===== src/rtl/fifo_arb_pkg.sv =====
// Shared types and helpers for the FIFO push arbiter.
package fifo_arb_pkg;

  typedef enum logic {ARB_IDLE, ARB_BURST} arb_state_t;

  // Index reached by stepping k places past base in a ring of n entries.
  function automatic int wrap_add(input int base, input int k, input int n);
    return (base + k) % n;
  endfunction

endpackage


===== src/rtl/fifo_push_arbiter_rr_pick.sv =====
// Round-robin picker: first set request after 'last', wrapping, with 'last' itself searched last.
module rr_pick
  import fifo_arb_pkg::*;
#(
  parameter  int N  = 4,
  localparam int IW = (N > 1) ? $clog2(N) : 1
) (
  input  logic [N-1:0]  req,
  input  logic [IW-1:0] last,
  output logic          found,
  output logic [IW-1:0] idx
);

  // Walk from the farthest candidate to the nearest so the nearest set bit wins.
  always_comb begin
    found = 1'b0;
    idx   = '0;
    for (int k = N; k >= 1; k--) begin
      if (req[wrap_add(int'(last), k, N)]) begin
        found = 1'b1;
        idx   = IW'(wrap_add(int'(last), k, N));
      end
    end
  end

endmodule


===== src/rtl/fifo_push_arbiter.sv =====
// Shares one FIFO push port among NUM_REQ valid/ready producers with round-robin,
// burst-limited grants. Accepted words pass straight through to the FIFO.
module fifo_push_arbiter
  import fifo_arb_pkg::*;
#(
  parameter int DATA_WIDTH    = 8,
  parameter int NUM_REQ       = 4,
  parameter int MAX_BURST     = 4,
  parameter int STOP_ON_AFULL = 1
) (
  input  logic                          clk,
  input  logic                          rst_n,
  input  logic [NUM_REQ-1:0]            req_valid,
  input  logic [NUM_REQ*DATA_WIDTH-1:0] req_data,
  output logic [NUM_REQ-1:0]            req_ready,
  output logic                          fifo_push,
  output logic [DATA_WIDTH-1:0]         fifo_data,
  input  logic                          fifo_full,
  input  logic                          fifo_almost_full,
  output logic [$clog2(NUM_REQ)-1:0]    grant_id,
  output logic                          busy
);

  localparam int IW = $clog2(NUM_REQ);
  localparam int BW = $clog2(MAX_BURST + 1);

  arb_state_t      state_q, state_d;
  logic [IW-1:0]   grant_q, grant_d;
  logic [IW-1:0]   rr_last_q, rr_last_d;
  logic [BW-1:0]   beat_cnt_q, beat_cnt_d;

  logic            pick_found;
  logic [IW-1:0]   pick_idx;
  logic            grant_valid;
  logic            beat;
  logic            burst_done;
  logic [DATA_WIDTH-1:0] word [NUM_REQ];

  for (genvar i = 0; i < NUM_REQ; i++) begin : g_word
    assign word[i] = req_data[i*DATA_WIDTH +: DATA_WIDTH];
  end

  rr_pick #(.N(NUM_REQ)) u_pick (
    .req   (req_valid),
    .last  (rr_last_q),
    .found (pick_found),
    .idx   (pick_idx)
  );

  assign grant_valid = req_valid[grant_q];
  assign beat        = (state_q == ARB_BURST) && grant_valid && !fifo_full;
  assign burst_done  = (beat_cnt_q == BW'(MAX_BURST - 1)) ||
                       ((STOP_ON_AFULL != 0) && fifo_almost_full);

  // Outputs follow the registered grant; only the grantee ever sees ready.
  always_comb begin
    req_ready = '0;
    if (state_q == ARB_BURST) req_ready[grant_q] = !fifo_full;
  end

  assign fifo_push = beat;
  assign fifo_data = beat ? word[grant_q] : '0;
  assign grant_id  = grant_q;
  assign busy      = (state_q == ARB_BURST);

  always_comb begin
    state_d    = state_q;
    grant_d    = grant_q;
    rr_last_d  = rr_last_q;
    beat_cnt_d = beat_cnt_q;
    case (state_q)
      ARB_IDLE: begin
        if (pick_found) begin
          grant_d    = pick_idx;
          beat_cnt_d = '0;
          state_d    = ARB_BURST;
        end
      end
      ARB_BURST: begin
        // A full FIFO with a valid grantee stalls here with the count frozen.
        if (!grant_valid) begin
          state_d   = ARB_IDLE;
          rr_last_d = grant_q;
        end else if (!fifo_full) begin
          beat_cnt_d = beat_cnt_q + 1'b1;
          if (burst_done) begin
            state_d   = ARB_IDLE;
            rr_last_d = grant_q;
          end
        end
      end
      default: state_d = ARB_IDLE;
    endcase
  end

  always_ff @(posedge clk or negedge rst_n) begin
    if (!rst_n) begin
      state_q    <= ARB_IDLE;
      grant_q    <= '0;
      rr_last_q  <= IW'(NUM_REQ - 1);
      beat_cnt_q <= '0;
    end else begin
      state_q    <= state_d;
      grant_q    <= grant_d;
      rr_last_q  <= rr_last_d;
      beat_cnt_q <= beat_cnt_d;
    end
  end

endmodule


===== config.mk =====
export PLATFORM = sky130hd
export DESIGN_NAME = fifo_push_arbiter
export DESIGN_NICKNAME = d
export VERILOG_FILES = /design/src/rtl/fifo_arb_pkg.sv /design/src/rtl/fifo_push_arbiter_rr_pick.sv /design/src/rtl/fifo_push_arbiter.sv
export SDC_FILE = /design/constraint.sdc
export NUM_CORES = 1
export LEC_CHECK = 0
export ABC_CLOCK_PERIOD_IN_PS = 4850
export CORE_UTILIZATION = 40
export CTS_BUF_LIST = sky130_fd_sc_hd__clkbuf_2
export CTS_CLUSTER_SIZE = 24
export DETAILED_ROUTE_END_ITERATION = 16
export PLACE_DENSITY = 0.88
export SYNTH_ARGS = -nofsm -noshare
export SYNTH_HDL_FRONTEND = slang
export SYNTH_SLANG_ARGS = --single-unit

===== constraint.sdc =====
create_clock -name clk -period 4.85 [get_ports clk]
set_input_delay 0.97 -clock clk [delete_from_list [all_inputs] [get_ports clk]]
set_output_delay 0.97 -clock clk [all_outputs]
set_load 0.01 [all_outputs]

==> results of run 1 <==
-- power breakdown --
| part | switching (mW) | internal, mW | leakage, nW | total (mW) |
|---|---|---|---|---|
| clock network | 0.0216 | 0.0219 | 0.0166 | 0.0435 |
| logic | 0.130 | 0.239 | 0.431 | 0.369 |
| registers | 0.0773 | 0.102 | 0.0965 | 0.180 |
| total | 0.229 | 0.363 | 0.545 | 0.592 |
-- cell usage in the layout (no fill, tap or decap), types with 2 or more instances in the layout --
master                            count
sky130_fd_sc_hd__nor2b_1              8
sky130_fd_sc_hd__mux2i_1              2
sky130_fd_sc_hd__ha_1                 2
sky130_fd_sc_hd__nand2_1              5
sky130_fd_sc_hd__clkdlybuf4s50_1     55
sky130_fd_sc_hd__nand3_1              3
sky130_fd_sc_hd__nor3_1               2
sky130_fd_sc_hd__mux2_4               2
sky130_fd_sc_hd__mux4_2               5
sky130_fd_sc_hd__dfstp_2              2
sky130_fd_sc_hd__nor2_1               4
sky130_fd_sc_hd__nand2b_1             2
sky130_fd_sc_hd__o21ai_0              7
sky130_fd_sc_hd__mux4_1               3
sky130_fd_sc_hd__inv_1                7
sky130_fd_sc_hd__clkbuf_2             4
sky130_fd_sc_hd__dfrtp_1              6
-- registers in the layout, summed over array words and instances, names as in the netlist --
signal	cells
busy	1
rr_last_q	2
grant_id	2
beat_cnt_q	3
-- cells by family after synthesis --
| logic type | share of synthesized area (%) |
|---|---|
| flip-flops | 23.8 |
| AO/OA/AOI/OAI | 16.7 |
| buffers and inverters | 10.1 |
| AND/OR/NAND/NOR | 16.9 |
| multiplexers | 29.6 |
| adder cells (fa/ha/maj) | 2.93 |
-- critical path: stages --
cell,delay (ps)
sky130_fd_sc_hd__clkdlybuf4s50_1,490
sky130_fd_sc_hd__mux2i_1,350
sky130_fd_sc_hd__a2bb2oi_2,530
sky130_fd_sc_hd__nor2b_1,110
sky130_fd_sc_hd__clkdlybuf4s50_1,510
-- cells in the mapped netlist, types with 2 or more instances --
cell and instances:
sky130_fd_sc_hd__mux2_4 2, sky130_fd_sc_hd__ha_1 2, sky130_fd_sc_hd__nand2b_1 2, sky130_fd_sc_hd__o21ai_0 7
sky130_fd_sc_hd__clkbuf_8 3, sky130_fd_sc_hd__mux2i_1 2, sky130_fd_sc_hd__dfstp_2 2, sky130_fd_sc_hd__mux4_1 3
sky130_fd_sc_hd__mux4_2 5, sky130_fd_sc_hd__nor2b_1 8, sky130_fd_sc_hd__nand3_1 3, sky130_fd_sc_hd__nor2_1 4
sky130_fd_sc_hd__nor3_1 2, sky130_fd_sc_hd__nand2_1 5, sky130_fd_sc_hd__inv_1 7, sky130_fd_sc_hd__dfrtp_1 6
-- layer usage --
| metal | routed length [um] | global-route usage (%) |
|---|---|---|
| met5 | 0 | 0 |
| met4 | 0 | 5.00 |
| met3 | 243 | 4.07 |
| met2 | 1070 | 33.9 |
| met1 | 922 | 25.3 |
-- final cells by class --
| class | count | area, sq um | share of cell area (%) |
|---|---|---|---|
| sequential | 8 | 203 | 14.5 |
| clock buffer | 4 | 20.0 | 1.43 |
| timing repair buffer | 55 | 551 | 39.4 |
| tap | 27 | 33.8 | 2.42 |
| multi-input combinational | 58 | 564 | 40.4 |
| inverter | 7 | 26.3 | 1.88 |
-- worst max-delay path by stage --
stage	from	end	slack, ps	depth (start not counted)
4_1_cts	req_valid[3]	fifo_data[0]	880	5
3_5_place_dp	req_valid[3]	fifo_data[0]	910	5
5_1_grt	req_valid[3]	fifo_data[0]	690	5
2_1_floorplan	req_valid[0]	fifo_data[0]	2150	4
3_3_place_gp	req_valid[3]	fifo_data[3]	1020	5
6_report	req_valid[3]	fifo_data[0]	910	5
-- metrics by stage --
| step | worst slack (ps) | cells | util [%] | cell area, sq um |
|---|---|---|---|---|
| after floorplan | 2150 | 78 | - | 853 |
| after global placement | 1020 | 155 | 69.5 | 1380 |
| after detailed placement | 908 | 155 | 69.5 | 1380 |
| after CTS | 877 | 159 | 70.5 | 1400 |
| after global routing | 695 | 159 | 70.5 | 1400 |
| final | 909 | 159 | 70.5 | 1400 |
==> run summary, run 1 <==
Fill cell instance count of the final layout -> 137
Later-pin clock latency in the skew report -> 230 ps
Number of setup buffers added after CTS -> 0
Startpoint of the worst register-to-register path -> grant_id[1]
Yosys synthesis warning count -> 0
Final Critical Period -> 3940 ps
Worst setup path category -> in -> out
Antenna diode count -> 0
Remaining design rule violation count -> 0
Leading post-synthesis cells by cell area -> sky130_fd_sc_hd__dfrtp_1 (18%), sky130_fd_sc_hd__mux4_2 (13%), sky130_fd_sc_hd__mux4_1 (9.2%)
H-tree levels -> 1
Hold Startpoint -> rr_last_q[0]
Clock tree from TritonCTS -> built
Reported leakage power -> 0.545 nW
Count of unique library cells instantiated by Yosys -> 31
Overall power of the completed layout -> 0.592 mW
Count of pins on the block boundary -> 56
Horizontal extent of the die -> 48.2 um
Kind of end point of the critical path -> output pin
Clock-pin slew on the worst setup and hold paths -> 70 ps
Via density -> 5.07
Sequential fraction of the synthesis area -> 23.8%
FP Rows -> 16
Destination of the worst register-to-register timing path -> beat_cnt_q[2]
Endpoint required time on the critical path -> 3880 ps
HPWL after DPL -> 1830 um
Category of the worst setup path launch point -> input port
Rel. slew slack -> 48.9%
Effective utilization at floorplan -> 43.1%
Number of detailed-route iterations in the first pass -> 4
Count of vias placed by the detailed router -> 806
Summed instance area of the synthesized netlist -> 853 sq um
Total count of max-transition violations in the final report -> 0
Number of enable flip-flop cells after synthesis -> 0
Min-delay worst type -> reg -> reg
Largest net degree at the start of global routing -> 18
Root Buffer -> sky130_fd_sc_hd__clkbuf_2
Wire length of the first global-routing pass -> 3160 um
Initial antenna violation count -> 0
Routed wire length per instance -> 14.0 um
Average cell area after synthesis -> 10.9 sq um
Ratio of cells with drive above 1 in the final layout -> 12.9%
Cts bufs inserted -> 3
Net count reported at finish -> 175
Asr flop ratio synth -> 100%
Flip-flop cell with the highest count after synthesis -> sky130_fd_sc_hd__dfrtp_1
Die ar. -> 2320 sq um
Data arrival time of the worst path -> 2970 ps
Register-to-Register Setup Slack -> 2820 ps
Area Overhead vs Synth -> 63.8%
Port buffer count -> 55
Period Utilization, post-route -> 81.3%
Largest fanout of any net on the critical path -> 15
Hold-fix buffers at CTS -> 0
Number of setup violations in the final report -> 0
Hold-critical path endpoint -> rr_last_q[0]
Maximum number of buffers from clock root to sink -> 2
Vias in the first global route -> 689
Cell count of the worst hold path -> 2
Total track usage -> 19.8%
Number of gates resized after CTS -> 0
Worst voltage drop across the vdd grid -> 400 uV
CTS Sinks -> 8
Die Ht -> 48.2 um
Gate count of the mapped netlist -> 78
Pin slew with the least headroom to its limit -> 767 ps
Final clock skew -> 12.4 ps
P per Cell Area -> 424 nW/um^2
R2R depth -> 4
Total wire length -> 2230 um
Yosys top cell area share -> 17.6%
Outcome -> complete, no violations
Max-Cap Viols -> 0
Number of hold violations in the final report -> 0
Accumulated negative setup slack -> 0 ps
Number of DRC markers in iteration 0 -> 6
Yosys top cell by area -> sky130_fd_sc_hd__dfrtp_1
Area inside the core boundary -> 1980 sq um
Highest clock frequency the design can meet -> 0.254 GHz
Setup repair after global routing missed its margin -> false
Gpl congestion -> 0.780
Post-Synthesis Net Count -> 120
Number of storage elements in the synthesis netlist -> 8
Antenna Violating Nets Remaining -> 0
Grt ovf -> 0
Hold WS -> 526 ps
Note: power is estimated with default switching activity, not from simulation.
==> inputs of run 2 (changes only) <==
--- a/config.mk
+++ b/config.mk
@@ -5,12 +5,12 @@
 export SDC_FILE = /design/constraint.sdc
 export NUM_CORES = 1
 export LEC_CHECK = 0
-export ABC_CLOCK_PERIOD_IN_PS = 4850
-export CORE_UTILIZATION = 40
+export ABC_CLOCK_PERIOD_IN_PS = 3650
+export CORE_UTILIZATION = 37
 export CTS_BUF_LIST = sky130_fd_sc_hd__clkbuf_2
 export CTS_CLUSTER_SIZE = 24
 export DETAILED_ROUTE_END_ITERATION = 16
-export PLACE_DENSITY = 0.88
+export PLACE_DENSITY = 0.82
 export SYNTH_ARGS = -nofsm -noshare
 export SYNTH_HDL_FRONTEND = slang
 export SYNTH_SLANG_ARGS = --single-unit
==> constraint.sdc (replaced) <==
create_clock -name clk -period 3.65 [get_ports clk]
set_input_delay 0.73 -clock clk [delete_from_list [all_inputs] [get_ports clk]]
set_output_delay 0.73 -clock clk [all_outputs]
set_load 0.01 [all_outputs]
==> run 2 against run 1 <==
Sequential share of layout area about the same. Power up 33%. Highest routed layer is now met4. Routed wire length up 2.2%. Critical path depth unchanged. Cell count up 0.63%. Global-route usage down 0.21 points. Clock-buffer cell count unchanged. Combinational power up 33%. Worst setup slack worse by 730 ps. Register-to-register slack worse by 1200 ps. Clock power up 32%. Sequential cell count unchanged.
==> run summary, run 2 (synthesis gave the netlist of run 1 again) <==
Fin area -> 1400 sq um (about the same)
Remaining design rule violation count -> 0 (unchanged)
Highest clock frequency the design can meet -> 0.288 GHz
Min-delay worst type -> reg -> reg
Accumulated negative setup slack -> 0 ps (unchanged)
Max-Cap Viols -> 0 (unchanged)
Category of the worst setup path launch point -> input port
Overall power of the completed layout -> 0.789 mW (+33%)
Number of setup violations in the final report -> 0 (unchanged)
Data arrival time of the worst path -> 2740 ps (-230 ps)
Via density -> 5.21 (+2.7%)
Die Ht -> 50.0 um (+3.8%)
Hold-critical path endpoint -> rr_last_q[0]
Ratio of cells with drive above 1 in the final layout -> 12.9% (unchanged)
Port buffer count -> 55 (unchanged)
Total track usage -> 19.6% (-0.21 points)
Initial antenna violation count -> 0 (unchanged)
Commonest non-fill, non-tap cell in the layout -> sky130_fd_sc_hd__clkdlybuf4s50_1
Area Overhead vs Synth -> 63.9% (about the same)
Largest fanout of any net on the critical path -> 15 (unchanged)
Vias in the first global route -> 771 (+12%)
Cts bufs inserted -> 3 (unchanged)
Number of detailed-route iterations in the first pass -> 6 (+2)
Most used cells in the layout excluding fill and tap cells -> sky130_fd_sc_hd__clkdlybuf4s50_1 (55), sky130_fd_sc_hd__nor2b_1 (8), sky130_fd_sc_hd__inv_1 (7), sky130_fd_sc_hd__o21ai_0 (7), sky130_fd_sc_hd__dfrtp_1 (6)
R2R depth -> 3 (-1)
Register ranked first by flip-flop count -> beat_cnt_q
Largest net degree at the start of global routing -> 18 (unchanged)
Net count reported at finish -> 175 (unchanged)
Die ar. -> 2500 sq um (+7.8%)
Antenna Violating Nets Remaining -> 0 (unchanged)
Antenna diode count -> 0 (unchanged)
Hold WS -> 527 ps (+1.44 ps)
Effective utilization at floorplan -> 38.9% (-4.1 points)
Fill cell instance count of the final layout -> 181 (+32%)
Reported leakage power -> 0.545 nW (unchanged)
Grt ovf -> 0 (unchanged)
Horizontal extent of the die -> 50.0 um (+3.8%)
H-tree levels -> 1 (unchanged)
Number of hold violations in the final report -> 0 (unchanged)
Worst setup path category -> in -> out
HPWL after DPL -> 1880 um (+2.8%)
Total count of max-transition violations in the final report -> 0 (unchanged)
Register-to-Register Setup Slack -> 1640 ps (-1180 ps)
Number of DRC markers in iteration 0 -> 21 (+15)
Clock-pin slew on the worst setup and hold paths -> 70 ps (about the same)
Gpl congestion -> 0.836 (+7.1%)
Wire length of the first global-routing pass -> 3640 um (+15%)
Kind of end point of the critical path -> output pin
End-of-flow core utilization -> 63.8% (-6.7 points)
Cell area after placement -> 1380 sq um (about the same)
Root Buffer -> sky130_fd_sc_hd__clkbuf_2
Largest stage delay on the critical path -> 520 ps (about the same)
Rel. slew slack -> 48.4% (-0.51 points)
Setup repair after global routing missed its margin -> false
Startpoint of the worst register-to-register path -> grant_id[1]
Hold-fix buffers at CTS -> 0 (unchanged)
Worst path slowest cell -> sky130_fd_sc_hd__a2bb2oi_2
FP Rows -> 17 (+1)
Worst voltage drop across the vdd grid -> 463 uV (+16%)
Final clock skew -> 5.55 ps (-6.89 ps)
Number of gates resized after CTS -> 0 (unchanged)
Pin slew with the least headroom to its limit -> 774 ps (+7.70 ps)
Endpoint required time on the critical path -> 2920 ps (-960 ps)
CTS Sinks -> 8 (unchanged)
Final Critical Period -> 3470 ps
P per Cell Area -> 564 nW/um^2 (+33%)
Count of pins on the block boundary -> 56 (unchanged)
Number of setup buffers added after CTS -> 0 (unchanged)
Routed wire length per instance -> 14.3 um (+1.6%)
Largest register FFs -> 3 (unchanged)
Area inside the core boundary -> 2190 sq um (+11%)
Clock tree from TritonCTS -> built
Total wire length -> 2280 um (+2.2%)
Hold Startpoint -> rr_last_q[0]
Outcome -> complete, no violations
Cell count of the worst hold path -> 2 (unchanged)
Count of vias placed by the detailed router -> 833 (+3.3%)
Cells traversed along the worst timing path -> clkdlybuf4s50_1, mux2i_1, a2bb2oi_2, nor2b_1, clkdlybuf4s50_1
Destination of the worst register-to-register timing path -> beat_cnt_q[0]
Later-pin clock latency in the skew report -> 230 ps (about the same)
Maximum number of buffers from clock root to sink -> 2 (unchanged)
Period Utilization, post-route -> 95.0%
Critical path's most frequent cell -> sky130_fd_sc_hd__clkdlybuf4s50_1
[run 2: cell counts in the layout (fill, tap and decap cells not counted)]
Identical to the previous run, type by type.
[run 2: power breakdown]
part	internal (mW)	switching [mW]	leakage, nW	total [mW]
sequential	0.136	0.104	0.0965	0.240
clock	0.0291	0.0283	0.0166	0.0575
combinational	0.317	0.174	0.431	0.491
total	0.482	0.307	0.545	0.789
[run 2: worst max-delay path, delay by kind of cell]
family / cells / cell delay [ps]
buffers and inverters: 2 / 990
AO/OA/AOI/OAI: 1 / 520
AND/OR/NAND/NOR: 1 / 130
multiplexers: 1 / 360
[run 2: per-stage QoR]
stage          setup WS (ps)  instances
2_1_floorplan           1430         78
3_3_place_gp             320        156
3_5_place_dp             205        156
4_1_cts                  176        160
5_1_grt                 40.8        160
6_report                 182        160
[run 2: layout make-up]
cell class | instances | area [sq um] | area share, %
multi-input cells | 58 | 564 | 40.3
well taps | 28 | 35.0 | 2.50
clock buffers | 4 | 20.0 | 1.43
repair buffers | 55 | 551 | 39.4
flip-flops and latches | 8 | 203 | 14.5
inverters | 7 | 26.3 | 1.88
[run 2: per-layer routing]
metal | routed length, um | global-route usage, % | up-vias
li1 | - | - | 401
met3 | 206 | 4.63 | 4
met4 | 25 | 8.57 | 0
met5 | 0 | 0 | -
met1 | 1010 | 25.6 | 385
met2 | 1040 | 30.2 | 43
[run 2: how the worst max path moves through the flow]
stage / startpoint / end / slack (ps) / cells after the start
finish: req_valid[3] / fifo_data[0] / 180 / 5
global placement: req_valid[3] / fifo_data[5] / 320 / 5
global route: req_valid[3] / fifo_data[0] / 40 / 5
CTS: req_valid[3] / fifo_data[0] / 180 / 5
floorplan: req_valid[0] / fifo_data[0] / 1430 / 4
detailed placement: req_valid[3] / fifo_data[0] / 200 / 5
==> inputs of run 3 (changes only) <==
--- a/config.mk
+++ b/config.mk
@@ -6,11 +6,13 @@
 export NUM_CORES = 1
 export LEC_CHECK = 0
 export ABC_CLOCK_PERIOD_IN_PS = 3650
-export CORE_UTILIZATION = 37
+export CORE_UTILIZATION = 36
 export CTS_BUF_LIST = sky130_fd_sc_hd__clkbuf_2
 export CTS_CLUSTER_SIZE = 24
 export DETAILED_ROUTE_END_ITERATION = 16
-export PLACE_DENSITY = 0.82
+export PLACE_DENSITY = 0.81
+export REMOVE_ABC_BUFFERS = 1
 export SYNTH_ARGS = -nofsm -noshare
 export SYNTH_HDL_FRONTEND = slang
+export SYNTH_HIERARCHICAL = 1
 export SYNTH_SLANG_ARGS = --single-unit
==> run 3 against run 2 <==
Via count grew 3.4%. Worst setup slack better by 150 ps. Critical path depth is 1 lower. Global-route usage increased by 1.8 points. Clock skew decreased by 1.3 ps. Fmax up 4.7%. Sequential share of layout area is essentially flat. Highest routed layer unchanged. First-iteration DRC count down 38%. Routed wire length grew 2.4%. Sequential cell count unchanged. Largest power group unchanged. Clock power decreased by 2%. Area after synthesis decreased by 3.4%.
==> run summary, run 3 <==
Outcome -> complete, no violations
Total count of max-transition violations in the final report -> 0 (unchanged)
Routed wire length per instance -> 14.9 um (+4.3%)
Register-to-Register Setup Slack -> 1760 ps (+120 ps)
Via density -> 5.48 (+5.3%)
Flip-flop cell with the highest count after synthesis -> sky130_fd_sc_hd__dfrtp_1
Die ar. -> 2490 sq um (-0.66%)
Hold-fix buffers at CTS -> 0 (unchanged)
Gpl congestion -> 0.763 (-8.8%)
Horizontal extent of the die -> 49.9 um (-0.33%)
Area inside the core boundary -> 2060 sq um (-5.9%)
Number of storage elements in the synthesis netlist -> 8 (unchanged)
Period Utilization, post-route -> 90.8% (-4.2 points)
Antenna Violating Nets Remaining -> 0 (unchanged)
Wire length of the first global-routing pass -> 4020 um (+11%)
Category of the worst setup path launch point -> input port
Worst voltage drop across the vdd grid -> 440 uV (-5.1%)
Root Buffer -> sky130_fd_sc_hd__clkbuf_2
Leading post-synthesis cells by cell area -> sky130_fd_sc_hd__dfrtp_1 (18%), sky130_fd_sc_hd__mux4_2 (16%), sky130_fd_sc_hd__mux4_1 (9.6%)
Final clock skew -> 4.27 ps (-1.28 ps)
Setup repair after global routing missed its margin -> false
FP Rows -> 16 (-1)
Most common cell in the synthesized netlist -> sky130_fd_sc_hd__and3_1
Register ranked first by flip-flop count -> beat_cnt_q
Reported leakage power -> 0.588 nW (+8.0%)
Hold WS -> 521 ps (-6.43 ps)
Number of gates resized after CTS -> 0 (unchanged)
Data arrival time of the worst path -> 2580 ps (-160 ps)
CTS Sinks -> 8 (unchanged)
Hold Startpoint -> beat_cnt_q[1]
Clock tree from TritonCTS -> built
Final Critical Period -> 3310 ps (-155 ps)
Fill cell instance count of the final layout -> 173 (-4.4%)
Asr flop ratio synth -> 100% (unchanged)
Most used cells in the layout excluding fill and tap cells -> sky130_fd_sc_hd__clkdlybuf4s50_1 (55), sky130_fd_sc_hd__and3_1 (10), sky130_fd_sc_hd__mux4_2 (6), sky130_fd_sc_hd__nand2_1 (6), sky130_fd_sc_hd__dfrtp_1 (6)
Average cell area after synthesis -> 10.8 sq um (-0.83%)
Cell area after placement -> 1390 sq um (+0.64%)
Number of setup violations in the final report -> 0 (unchanged)
Total wire length -> 2340 um (+2.4%)
Rel. slew slack -> 55.7% (+7.3 points)
Ratio of cells with drive above 1 in the final layout -> 14.6% (+1.7 points)
Cells traversed along the worst timing path -> clkdlybuf4s50_1, nor2b_1, and3_1, clkdlybuf4s50_1
Startpoint of the worst register-to-register path -> grant_id[1]
Worst setup path category -> in -> out
HPWL after DPL -> 1790 um (-4.8%)
Place WS -> 358 ps (+153 ps)
Min-delay worst type -> reg -> reg
Die Ht -> 49.9 um (-0.33%)
Net count reported at finish -> 174 (-0.57%)
Largest net degree at the start of global routing -> 17 (-1)
Initial antenna violation count -> 0 (unchanged)
Commonest non-fill, non-tap cell in the layout -> sky130_fd_sc_hd__clkdlybuf4s50_1
Highest clock frequency the design can meet -> 0.302 GHz (+4.7%)
Largest fanout of any net on the critical path -> 12 (-3)
Summed instance area of the synthesized netlist -> 825 sq um (-3.4%)
Critical path's most frequent cell -> sky130_fd_sc_hd__clkdlybuf4s50_1
Kind of end point of the critical path -> output pin
Accumulated negative setup slack -> 0 ps (unchanged)
Pin slew with the least headroom to its limit -> 663 ps (-111 ps)
H-tree levels -> 1 (unchanged)
Cell count of the worst hold path -> 1 (-1)
Vias in the first global route -> 888 (+15%)
Sequential fraction of the synthesis area -> 24.6% (+0.83 points)
Effective utilization at floorplan -> 40.0% (+1.0 points)
Count of vias placed by the detailed router -> 861 (+3.4%)
Later-pin clock latency in the skew report -> 250 ps (+20 ps)
Hold-critical path endpoint -> beat_cnt_q[1]
Maximum number of buffers from clock root to sink -> 2 (unchanged)
Grt ovf -> 0 (unchanged)
Yosys synthesis warning count -> 6 (+6)
Number of setup buffers added after CTS -> 0 (unchanged)
Number of detailed-route iterations in the first pass -> 3 (-3)
Cts bufs inserted -> 3 (unchanged)
Clock-pin slew on the worst setup and hold paths -> 90 ps (+20 ps)
Destination of the worst register-to-register timing path -> rr_last_q[1]
Area Overhead vs Synth -> 70.1%
Total track usage -> 21.4% (+1.8 points)
R2R depth -> 3 (unchanged)
Antenna diode count -> 0 (unchanged)
Largest register FFs -> 3 (unchanged)
Number of DRC markers in iteration 0 -> 13 (-38%)
Number of hold violations in the final report -> 0 (unchanged)
Endpoint required time on the critical path -> 2920 ps (about the same)
Yosys top cell by area -> sky130_fd_sc_hd__dfrtp_1
Number of enable flip-flop cells after synthesis -> 0 (unchanged)
Gate count of the mapped netlist -> 76 (-2.6%)
P per Cell Area -> 565 nW/um^2 (+0.24%)
Yosys top cell area share -> 18.2% (+0.61 points)
Largest stage delay on the critical path -> 550 ps (+30 ps)
Worst path slowest cell -> sky130_fd_sc_hd__nor2b_1
Fin area -> 1400 sq um (+0.27%)
Count of unique library cells instantiated by Yosys -> 28 (-9.7%)
Port buffer count -> 55 (unchanged)
Smallest setup slack after layout -> 337 ps (+155 ps)
Remaining design rule violation count -> 0 (unchanged)
Synth top cells by count -> sky130_fd_sc_hd__and3_1 (10), sky130_fd_sc_hd__dfrtp_1 (6), sky130_fd_sc_hd__mux4_2 (6), sky130_fd_sc_hd__nand2_1 (6)
Max-Cap Viols -> 0 (unchanged)
Count of pins on the block boundary -> 56 (unchanged)
run 3: worst max-delay path by stage:
| stage | start | endpoint | slack [ps] | cells after the start |
|---|---|---|---|---|
| final | fifo_full | fifo_data[6] | 340 | 4 |
| after detailed placement | fifo_full | fifo_push | 360 | 5 |
| after global routing | fifo_full | fifo_push | 170 | 5 |
| after CTS | req_valid[1] | fifo_data[6] | 370 | 4 |
| after global placement | req_valid[1] | fifo_push | 410 | 5 |
| after floorplan | grant_id[0] | fifo_push | 1300 | 3 |
run 3: kinds of logic after synthesis:
logic type                 after synthesis  synth area share (%)
AOI/OAI and AO/OA                       10                  10.6
adders and majority gates                2                  3.03
buffers and inverters                    9                  5.31
DFF                                      8                  24.6
muxes                                   15                  34.8
and+or+nand+nor                         32                  21.7
run 3: layout make-up:
class	count	area, sq um	share of cell area [%]
clock buffers	3	15.0	1.07
inverters	4	15.0	1.07
repair buffers	56	558	39.8
multi-input cells	59	578	41.2
well taps	27	33.8	2.41
flip-flops and latches	8	203	14.5
run 3: worst max-delay path, delay by kind of cell:
kind	cells	cell delay, ps
and+or+nand+nor	2	830
buffers and inverters	2	1010
run 3: routing by layer:
metal	track usage (%)	up-vias	wire, um
met5	0	-	0
met4	7.14	0	42
met3	5.56	6	130
met2	38.5	40	1170
met1	24.1	416	994
li1	-	399	-
run 3: stage by stage:
stage / cells / utilization (%) / total power [mW]
after floorplan: 71 / - / 0.517
after global routing: 157 / 68.0 / 0.847
after detailed placement: 154 / 67.3 / 0.737
final: 157 / 68.0 / 0.793
after global placement: 154 / 67.3 / 0.718
after CTS: 157 / 68.0 / 0.792
run 3: power breakdown:
group / total, mW / switching [mW] / leakage [nW] / internal (mW)
registers: 0.219 / 0.0838 / 0.0969 / 0.135
logic: 0.518 / 0.195 / 0.479 / 0.323
clock network: 0.0562 / 0.0338 / 0.0125 / 0.0224
total: 0.793 / 0.312 / 0.588 / 0.480
==> edit, RTL diff (config.mk and constraints of run 1) <==
Make the reset (`rst_n`) synchronous in one clocked block.
--- a/src/rtl/fifo_push_arbiter.sv
+++ b/src/rtl/fifo_push_arbiter.sv
@@ -94,5 +94,5 @@
   end
 
-  always_ff @(posedge clk or negedge rst_n) begin
+  always_ff @(posedge clk) begin
     if (!rst_n) begin
       state_q    <= ARB_IDLE;
Function: differs if rst_n is asserted again (counterexample within 4 cycles, from zero or initial values and one cycle with rst_n low); with rst_n held inactive, the same outputs for 4 cycles.
==> edit against run 1 <==
  * Area after synthesis shrank 8.8%
  * Setup slack improved by 0.11 ns
  * Sequential cell count is the same
  * Routed wire length up 22%
  * Register-to-register slack worse by 0.08 ns
  * Highest routed layer is now met4
  * Critical path type unchanged
  * Cell count unchanged
  * Core utilization rose by 4.4 points
  * Final area fell by 4.4%
Power is not compared: it rests on default switching activity, and its combinational part moved more than twofold at a synthesized area within 25%.
==> edit: results (changes against run 1) <==
- Status: finished, final reports clean
- Unique masters post-synth: 30 (-3.2%)
- Mapped Nets: 124 (+3.3%)
- Normalized max-slew margin: 50.2% (+1.3 points)
- Layout cells sized above 1: 6.72% (-6.2 points)
- Hold WS: 0.493 ns (-0.0326 ns)
- Asr flop ratio synth: 0% (-100 points)
- Hpwl dp: 2190 µm (+19%)
- DP Cell Count: 156 (+0.65%)
- Reg2reg setup slack: 2.74 ns (-0.08 ns)
- Clock Latency Late Sink: 0.25 ns (+0.02 ns)
- Initial DRC Count: 22 (+16)
- Met2 GRT Util: 52.7% (+19 points)
- HP Start: beat_cnt_q[1]$_SDFFE_PN0P_
- Vias in the first global route: 881 (+28%)
- Sequential area share after synthesis: 20.6% (-3.2 points)
- Post-DP Area: 1320 µm² (-4.1%)
- Uppermost routed layer: met4
- Crit path max fanout: 11 (-4)
- Fill count: 128 (-6.6%)
- Worst R2R End: rr_last_q[0]$_SDFFE_PN1P_
- GR Util met1: 32.8% (+7.4 points)
- Reg-to-reg startpoint: grant_id[0]$_SDFFE_PN0P_
- Metal1 wirelength: 989 µm (+7.3%)
- Setup WS pre-CTS: 1.03 ns (+0.118 ns)
- Worst clock skew: 0.0140 ns (+0.00157 ns)
- Per-cell routed wire length: 17.2 µm (+22%)
- DR vias/cell: 5.70 (+13%)
- Avg Synthesized Cell Area: 9.49 µm² (-13%)
- Met2 WL: 1400 µm (+31%)
- GR Util met3: 10.2% (+6.1 points)
- First-pass GRT wire length: 4310 µm (+36%)
- Total number of vias: 907 (+13%)
- Ys flop type: dfxtp_1
- Met3 wire len: 297 µm (+22%)
- Gr usage total: 29.9% (+10 points)
- Area contributors post-synth: dfxtp_1, mux4_1, mux4_2, and3_1, nand2_1
edit: cell types whose count changed in the layout (fill, tap and decap cells not counted), moves of 3 or more:
cell and change:
and3_1 +10, dfrtp_1 -6, dfxtp_1 +8, nor2b_1 -4, inv_1 -3
edit: worst max-delay path: stages:
cell             delay (ns)
clkdlybuf4s50_1        0.51
mux4_2                 0.63
nand2_1                0.21
inv_1                  0.06
clkdlybuf4s50_1        0.47
edit: cell type report:
type | instances | area (µm²) | share of cell area (%)
Sequential cell | 8 | 160 | 12.0
Timing Repair Buffer | 55 | 551 | 41.2
Inverter | 4 | 15.0 | 1.12
Tap cell | 25 | 31.3 | 2.34
Clock buffer | 3 | 15.0 | 1.12
Multi-Input combinational cell | 64 | 564 | 42.2
edit: cells by family (layout without fill, tap and decap cells):
kind of cell	after synthesis	in the layout	synth area share [%]
buffers and inverters	10	62	6.91
muxes	11	11	31.2
DFF	8	8	20.6
AOI/OAI and AO/OA	14	14	12.5
adders and majority gates	2	2	3.21
and+or+nand+nor	37	37	25.6
edit: power groups by stage:
stage	combinational, µW	clock [µW]	sequential, µW
floorplan	56.7	0	77.8
global placement	95.8	0	85.3
detailed placement	101	0	85.7
CTS	101	40.4	84.1
global route	110	42.5	86.2
finish	101	39.9	84.3
edit: worst max path at each step:
stage	from	to	slack, ns	cells after the start
floorplan	req_valid[3]	fifo_data[0]	2.11	3
global placement	req_valid[3]	fifo_push	1.08	5
detailed placement	req_valid[3]	fifo_push	1.03	5
CTS	req_valid[3]	fifo_push	1.02	5
global route	fifo_full	fifo_push	0.83	5
finish	req_valid[3]	fifo_push	1.02	5
